[src/rtl/pipeline_pkg.sv]
// Shared pipeline constants and types: NOP encoding, default reset PC,
// fetch FSM encoding and the fetch queue entry.
package pipeline_pkg;

    localparam logic [31:0] NOP_INST         = 32'h0000_0013;
    localparam logic [31:0] RESET_PC_DEFAULT = 32'h0000_0000;

    typedef enum logic [1:0] {
        ST_IDLE,
        ST_FETCH,
        ST_WAIT,
        ST_DRAIN
    } fetch_state_e;

    typedef struct packed {
        logic [31:0] pc;
        logic [31:0] inst;
    } fetch_entry_t;

    function automatic logic [31:0] word_align(input logic [31:0] a);
        return {a[31:2], 2'b00};
    endfunction

endpackage

[src/rtl/fetch_fifo.sv]
// Fetch instruction queue: pointer-based FIFO with flush.
// Push and pop in the same cycle are legal even when full.
module fetch_fifo
    import pipeline_pkg::*;
#(
    parameter  int DEPTH = 2,
    localparam int AW    = $clog2(DEPTH)
) (
    input  logic         clk,
    input  logic         rst,
    input  logic         push,
    input  logic         pop,
    input  logic         flush,
    input  fetch_entry_t push_entry,
    output logic [AW:0]  count,
    output fetch_entry_t head
);

    fetch_entry_t mem [DEPTH];
    logic [AW:0]  wr_ptr;
    logic [AW:0]  rd_ptr;

    always_ff @(posedge clk or posedge rst) begin
        if (rst) begin
            wr_ptr <= '0;
            rd_ptr <= '0;
        end else if (flush) begin
            wr_ptr <= '0;
            rd_ptr <= '0;
        end else begin
            if (push) wr_ptr <= wr_ptr + 1'b1;
            if (pop)  rd_ptr <= rd_ptr + 1'b1;
        end
    end

    // When full, the write slot is the head slot; the head is read out
    // before the edge overwrites it.
    always_ff @(posedge clk) begin
        if (push && !flush) mem[wr_ptr[AW-1:0]] <= push_entry;
    end

    assign count = wr_ptr - rd_ptr;
    assign head  = mem[rd_ptr[AW-1:0]];

endmodule

[src/rtl/fetch_unit.sv]
// Instruction fetch stage with single outstanding imem request and queue.
// Optional FETCH_PERF_EN adds request/redirect performance counters.
module fetch_unit
    import pipeline_pkg::*;
#(
    parameter logic [31:0] RESET_PC   = RESET_PC_DEFAULT,
    parameter int          FIFO_DEPTH = 2
) (
    input  logic        clk,
    input  logic        rst,
    input  logic        stall,
    input  logic        redirect_valid,
    input  logic [31:0] redirect_pc,
    output logic        imem_req,
    output logic [31:0] imem_addr,
    input  logic        imem_rvalid,
    input  logic [31:0] imem_rdata,
    output logic [31:0] PC_out,
    output logic [31:0] inst_out,
    output logic        inst_valid
`ifdef FETCH_PERF_EN
    ,
    output logic [31:0] perf_fetch_cnt,
    output logic [31:0] perf_flush_cnt
`endif
);

    localparam int          AW      = $clog2(FIFO_DEPTH);
    localparam logic [AW:0] DEPTH_C = (AW+1)'(FIFO_DEPTH);

    fetch_state_e state;
    fetch_state_e state_nx;
    logic [31:0]  fetch_pc;
    logic [31:0]  req_pc;
    logic [31:0]  last_pc;
    logic         issue;
    logic         q_push;
    logic         q_pop;
    logic [AW:0]  q_count;
    fetch_entry_t q_head;
    fetch_entry_t q_entry;

    always_ff @(posedge clk or posedge rst) begin
        if (rst) begin
            state    <= ST_IDLE;
            fetch_pc <= RESET_PC;
            req_pc   <= RESET_PC;
            last_pc  <= '0;
        end else begin
            state <= state_nx;
            if (redirect_valid)
                fetch_pc <= word_align(redirect_pc);
            else if (issue)
                fetch_pc <= fetch_pc + 32'd4;
            if (issue)      req_pc  <= fetch_pc;
            if (inst_valid) last_pc <= q_head.pc;
        end
    end

    // Nothing is outstanding in FETCH, so count alone bounds the request.
    always_comb begin
        state_nx = state;
        issue    = 1'b0;
        q_push   = 1'b0;
        unique case (state)
            ST_IDLE: state_nx = ST_FETCH;
            ST_FETCH: begin
                if (!redirect_valid && q_count < DEPTH_C) begin
                    issue    = 1'b1;
                    state_nx = ST_WAIT;
                end
            end
            ST_WAIT: begin
                if (imem_rvalid) begin
                    q_push   = !redirect_valid;
                    state_nx = ST_FETCH;
                end else if (redirect_valid) begin
                    state_nx = ST_DRAIN;
                end
            end
            ST_DRAIN: begin
                if (imem_rvalid) state_nx = ST_FETCH;
            end
            default: state_nx = ST_IDLE;
        endcase
    end

    assign q_entry    = '{pc: req_pc, inst: imem_rdata};
    assign q_pop      = inst_valid && !stall && !redirect_valid;
    assign inst_valid = (q_count != '0);
    assign PC_out     = inst_valid ? q_head.pc : last_pc;
    assign inst_out   = inst_valid ? q_head.inst : NOP_INST;
    assign imem_req   = issue;
    assign imem_addr  = fetch_pc;

    fetch_fifo #(
        .DEPTH (FIFO_DEPTH)
    ) u_fifo (
        .clk        (clk),
        .rst        (rst),
        .push       (q_push),
        .pop        (q_pop),
        .flush      (redirect_valid),
        .push_entry (q_entry),
        .count      (q_count),
        .head       (q_head)
    );

`ifdef FETCH_PERF_EN
    always_ff @(posedge clk or posedge rst) begin
        if (rst) begin
            perf_fetch_cnt <= '0;
            perf_flush_cnt <= '0;
        end else begin
            if (issue)          perf_fetch_cnt <= perf_fetch_cnt + 32'd1;
            if (redirect_valid) perf_flush_cnt <= perf_flush_cnt + 32'd1;
        end
    end
`endif

endmodule

[config.mk]
export PLATFORM = sky130hd
export DESIGN_NAME = fetch_unit
export DESIGN_NICKNAME = d
export VERILOG_FILES = /design/src/rtl/pipeline_pkg.sv /design/src/rtl/fetch_fifo.sv /design/src/rtl/fetch_unit.sv
export SDC_FILE = /design/constraint.sdc
export NUM_CORES = 1
export LEC_CHECK = 0
export BUFFER_PORTS_ARGS = -buffer_cell sky130_fd_sc_hd__clkbuf_2
export CORE_ASPECT_RATIO = 0.8
export CORE_UTILIZATION = 56
export CTS_CLUSTER_DIAMETER = 40
export DETAILED_ROUTE_END_ITERATION = 12
export HOLD_SLACK_MARGIN = 0.05
export PLACE_DENSITY_LB_ADDON = 0.3
export SKIP_LAST_GASP = 1
export SYNTH_ARGS = -nofsm -noshare
export SYNTH_HDL_FRONTEND = slang
export SYNTH_SLANG_ARGS = --single-unit
[constraint.sdc]
create_clock -name clk -period 13 [get_ports clk]
set_input_delay 0.65 -clock clk [delete_from_list [all_inputs] [get_ports clk]]
set_output_delay 0.65 -clock clk [all_outputs]
set_load 0.02 [all_outputs]
=== Word level (Yosys, flattened, before mapping) ===
Memories as Yosys holds them, arrays and structs flattened.
Index checks and enable logic that the tools add are counted.

* Bits of input ports: 69
* Flip-flop bits (word level): 102
* Memories: 1
* RAM bits: 128
* Word-level logic and storage cells: 49

* $add $sub $neg: 4
* Eq/ne operators: 6
* Multiplexer cells: 19
* $lt $le $gt $ge: 1
* Reduce and logical (&&, ||, !) cells: 12

{| class="wikitable"
|+ Memories
! memory !! depth !! width !! read ports !! clocked after Yosys merged registers in !! wr ports !! line !! RTL
|-
| u_fifo.mem || 2 || 64 || 1 || 0 || 1 || fetch_fifo.sv:19 || <nowiki>fetch_entry_t mem [DEPTH];</nowiki>
|}

{| class="wikitable"
|+ Operators by type and width
! operator !! count
|-
| two-way mux 32 bit || 4
|-
| adder 32 x 3 -> 32 bit, second input constant || 1
|-
| two-way mux 2 bit || 8
|-
| one-hot mux 2 bit (4 select lines) || 1
|-
| nonzero test 2 bit || 4
|-
| two-way mux 1 bit || 6
|-
| adder 2 x 1 -> 2 bit, second input constant || 2
|-
| equality test 2 bit, second input constant || 2
|-
| logical AND 1 bit || 4
|-
| inequality test 2 bit, second input constant || 2
|-
| inequality test 3 bit, second input constant || 1
|-
| AND reduction 3 bit || 1
|-
| equality test 2 x 1 -> 1 bit, second input constant || 1
|-
| zero test 1 bit || 2
|-
| zero test 2 bit || 1
|-
| less-than comparator 2 bit, second input constant || 1
|-
| subtractor 2 bit || 1
|}

=== Logic depth before layout (Yosys ltp) ===
* Depth after elaboration: 7
* Gate-level depth with buffers: 9

=== Modules after synthesis ===
From an unflattened synthesis, not the netlist that was laid out.

* Cells, all modules: 615
* Area, all modules: 9,301.4 µm²

{| class="wikitable"
|+ Modules (own cells, without submodules)
! module !! times used !! cells each !! seq. area each (µm²) !! area each (µm²)
|-
| fetch_fifo || 1 || 221 || 3,943.8 || 4,847.1
|-
| fetch_unit || 1 || 394 || 2,352.3 || 4,454.3
|}

=== Worst setup path before layout ===
No wires, ideal clock.

* Path type: input to register
* Start: input redirect_valid
* End: memory u_fifo.mem[1][0] (netlist bit) (enable)
* Buffers on the path: 2
* Data arrival time: 5.309 ns
* Required time: 12.441 ns
* Cell stages on the path: 3
* Setup slack: 7.132 ns
* Path through: clkbuf_1 -> clkbuf_1 -> nor3_1

* Word-level cells in the longest chain between the ends: 6

{| class="wikitable"
|+ RTL lines
! what !! line !! RTL
|-
| start: declaration || fetch_unit.sv:12 || <nowiki>input logic redirect_valid,</nowiki>
|-
| zero test 1 bit (*) || fetch_fifo.sv:39, fetch_unit.sv:75 ||
|-
| two-way mux 1 bit || fetch_unit.sv:74 || <nowiki>if (imem_rvalid) begin</nowiki>
|-
| two-way mux 1 bit || fetch_unit.sv:65 || <nowiki>unique case (state)</nowiki>
|-
| logical AND 1 bit (*) || fetch_fifo.sv:39 || <nowiki>if (push && !flush) mem[wr_ptr[AW-1:0]] <= push_entry;</nowiki>
|-
| two-way mux 1 bit (*) || fetch_fifo.sv:39 ||
|-
| two-way mux 1 bit (not written as such) (*) || fetch_fifo.sv:39 ||
|-
| end: declaration || fetch_fifo.sv:19 ||
|}

Mark *: on every way between the ends. The rest lies on a longest branch, timed or not.

=== Final worst setup path ===
* Start: register u_fifo.rd_ptr[0]
* End: output PC_out[10]

* Word-level cells in the longest chain between the ends: 3

{| class="wikitable"
|+ RTL lines
! what !! line !! RTL
|-
| start: declaration || fetch_fifo.sv:21 || <nowiki>logic [AW:0] rd_ptr;</nowiki>
|-
| start signal: assignment || fetch_fifo.sv:32 || <nowiki>if (pop) rd_ptr <= rd_ptr + 1'b1;</nowiki>
|-
| subtractor 2 bit || fetch_fifo.sv:42 || <nowiki>assign count = wr_ptr - rd_ptr;</nowiki>
|-
| nonzero test 2 bit || fetch_unit.sv:90 || <nowiki>assign inst_valid = (q_count != '0);</nowiki>
|-
| two-way mux 32 bit (*) || -- ||
|-
| end: declaration || fetch_unit.sv:18 || <nowiki>output logic [31:0] PC_out,</nowiki>
|}

Marked as above.

==> impl_metrics.py <==
metrics = {
    "synthesis": {
        "syn_inst": 701,
        "ys_seq_area_frac": 0.694,
        "synth_edf_count": 124,
        "synth.avg_cell_area_sq_um": 12.7,
        "yosysUniqueCellTypes": 43,
        "synth-async-reset-ratio": 0.441,
        "synth_flop_cell": "edfxtp_1",
        "yosysWarnings": 0,
        "synth.cell_area_sq_um": 8900,
        "ys_seq_elements": 222,
    },
    "timing": {
        "fin_setup_tns_ns": 0,
        "drv_slew": 0,
        "grt_setup_unrepaired": "no",
        "setup_ws_ns": 8.48,
        "hold_violations": 0,
        "fin_crit_ns": 4.52,
        "max_freq_ghz": 0.221,
        "tightestPinTransition_ns": 1.13,
        "relSlewSlack": 0.246,
        "setup_viol": 0,
        "min_period_over_period": 0.348,
        "fin_skew_ns": 0.0149,
    },
    "clock_tree": {
        "cts_buffers": 26,
        "clk_latency_ns": 0.52,
        "hold_buffers": 0,
        "ctsResizeCount": 0,
        "path_clk_slew_ns": 0.06,
        "htreeDepth": 1,
        "cts.sinks": 222,
        "cts_max_path_buffers": 3,
        "cts_root_buffer": "clkbuf_16",
        "cts_tree": "built",
        "cts_setup_buffers": 0,
    },
    "setup_path": {
        "cp_slowest_cell": "dfrtp_4",
        "worstSetupPathType": "reg -> out",
        "cp_max_fo": 91,
        "worstPathCellList": "ha_1 > xnor3_1 > and2_2 > buf_4 > o21ai_0 > clkbuf_2",
        "critPathArrivalTime_ns": 3.87,
        "cp.required_ns": 12.35,
        "crit_start": "u_fifo.rd_ptr[0]",
        "reg2reg_from": "u_fifo.rd_ptr[0]",
        "cp-start-kind": "register",
        "endpoint_kind": "output pin",
        "critical_path.max_stage_delay_ns": 1.17,
    },
    "status": {
        "outcome": "finished, final reports clean",
    },
    "cells_and_area": {
        "n_antenna_cell": 0,
        "multi_input_area_sq_um": 2550,
        "area_growth_pct": 21.0,
        "final_common_cell": "clkbuf_2",
        "drive_above_1_share": 0.250,
        "layout.nets": 939,
        "final_cell_mix": "clkbuf_2, nand2_1, edfxtp_1",
        "final_cells": 1094,
        "ff_latch_area_sq_um": 6180,
        "fill_cells": 1046,
    },
    "pwr": {
        "power_density_nw_per_um2": 238,
        "vdd_drop_max_uv": 175,
        "p_leak_uw": 0.00447,
    },
    "placement": {
        "hpwl_mm": 12.0,
        "dp_cells": 1046,
        "gp_congestion": 0.916,
        "dp_worst_setup_slack_ns": 8.94,
        "numPortBuffers": 162,
    },
    "detailed_routing": {
        "drtIter0Drc": 387,
        "vias_per_cell": 5.36,
        "vias": 5859,
        "wl_per_cell_um": 16.9,
        "post-route-drc-count": 0,
        "ant_nets": 0,
        "routed_wl_mm": 18.4,
        "first_pass_iters": 5,
    },
    "grt": {
        "use_met3": 0.0441,
        "met2_usage": 0.376,
        "grt_pass1_vias": 5843,
        "grt-busiest-layer": "met2",
        "grt_pass1_wl_mm": 29.3,
        "grt.total_usage": 0.232,
        "antenna_found_initial": 0,
        "grt_max_degree": 92,
        "overflow": 0,
        "met1_usage": 0.324,
    },
    "die": {
        "die_w_um": 143,
        "start_util": 0.583,
        "top_level_ports": 167,
        "dieArea_sq_um": 16400,
        "die_y_um": 115,
        "core_sq_um": 15300,
        "rows": 40,
    },
    "flow_run": {
        "drv_cap": 0,
    },
    "worst_hold_path": {
        "hold_class": "in -> async",
    },
}
[cell usage after synthesis, types with 2 or more instances]
master	n	area share
o21ai_0	55	0.031
buf_4	2	0.0017
mux2i_1	63	0.071
nand2_1	161	0.068
nor3_1	6	0.0034
and2_1	2	0.0014
dfrtp_1	98	0.28
ha_1	6	0.0084
o311ai_0	3	0.0030
nor4_1	2	0.0014
clkbuf_1	28	0.012
nand4_1	12	0.0084
a21oi_1	4	0.0022
and3_1	5	0.0035
xor2_1	14	0.014
nor2_1	42	0.018
inv_1	12	0.0051
buf_1	2	0.00084
nand3_1	18	0.010
o211ai_1	2	0.0017
o21ai_1	3	0.0017
mux2_2	2	0.0025
or4_1	3	0.0025
edfxtp_1	124	0.42
xnor2_1	13	0.013
o31ai_1	2	0.0017
[state kept, by name, indices dropped and copies added, names as in the netlist]
name / flops
imem_addr: 30
last_pc: 32
req_pc: 30
state: 2
u_fifo.mem: 124
u_fifo.rd_ptr: 2
u_fifo.wr_ptr: 2
[stage by stage]
stage	hold slack [ns]	power (uW)	cell area (sq um)	util
finish	0.197	2560	10800	0.705
global route	0.246	2700	10800	0.705
CTS	0.205	2580	10800	0.705
detailed placement	0.458	1860	9900	0.649
global placement	0.450	1830	9900	0.649
floorplan	0.442	1570	8900	-
[worst max-delay path: cells and delay by family, from the launching register on]
| family | cells | cell delay (ns) |
|---|---|---|
| AOI/OAI and AO/OA | 1 | 0.43 |
| xor gates and xnor gates | 1 | 0.50 |
| adders and majority gates | 1 | 0.38 |
| buffers and inverters | 2 | 0.59 |
| DFF | 1 | 1.17 |
| and+or+nand+nor | 1 | 0.23 |
[path summary, 6_finish.rpt]
check | to | slack [ns] | cells past startpoint
setup / recovery | PC_out[10] | 8.48 | 6
hold / removal | req_pc[6] | 0.20 | 2
setup reg to reg | imem_addr[24] | 9.55 | 6
hold reg to reg | u_fifo.mem[1][45] | 0.47 | 0
max in group asynchronous | imem_addr[30] | 11.72 | 3
min in group clk | u_fifo.mem[1][0] | 0.33 | 1
[routing by layer]
layer  share of wire  up-vias  wire, um
li1                -     2789         -
met1            0.43     2792      7990
met2            0.47      237      8690
met3           0.074       41      1370
met4           0.021        0       392
met5               0        -         0
[power breakdown]
| part | total [uW] | switching [uW] | internal, uW |
|---|---|---|---|
| registers | 1000 | 115 | 890 |
| logic | 840 | 571 | 269 |
| clock network | 713 | 283 | 431 |
[layout make-up]
| cell class | count | share of cell area |
|---|---|---|
| well taps | 210 | 0.0244 |
| clock buffers | 32 | 0.0654 |
| multi-input cells | 433 | 0.237 |
| flip-flops and latches | 222 | 0.574 |
| repair buffers | 168 | 0.0795 |
| inverters | 13 | 0.00476 |
| clock inverters | 16 | 0.0152 |
[logic make-up after synthesis]
kind of cell | after synthesis | synth area share
muxes | 65 | 0.0734
AOI/OAI and AO/OA | 71 | 0.0427
other | 1 | 0.000421
xor gates and xnor gates | 29 | 0.0318
buffers and inverters | 47 | 0.0209
DFF | 222 | 0.694
and+or+nand+nor | 260 | 0.128
adders and majority gates | 6 | 0.00844
Note: power is estimated with default switching activity, not from simulation.
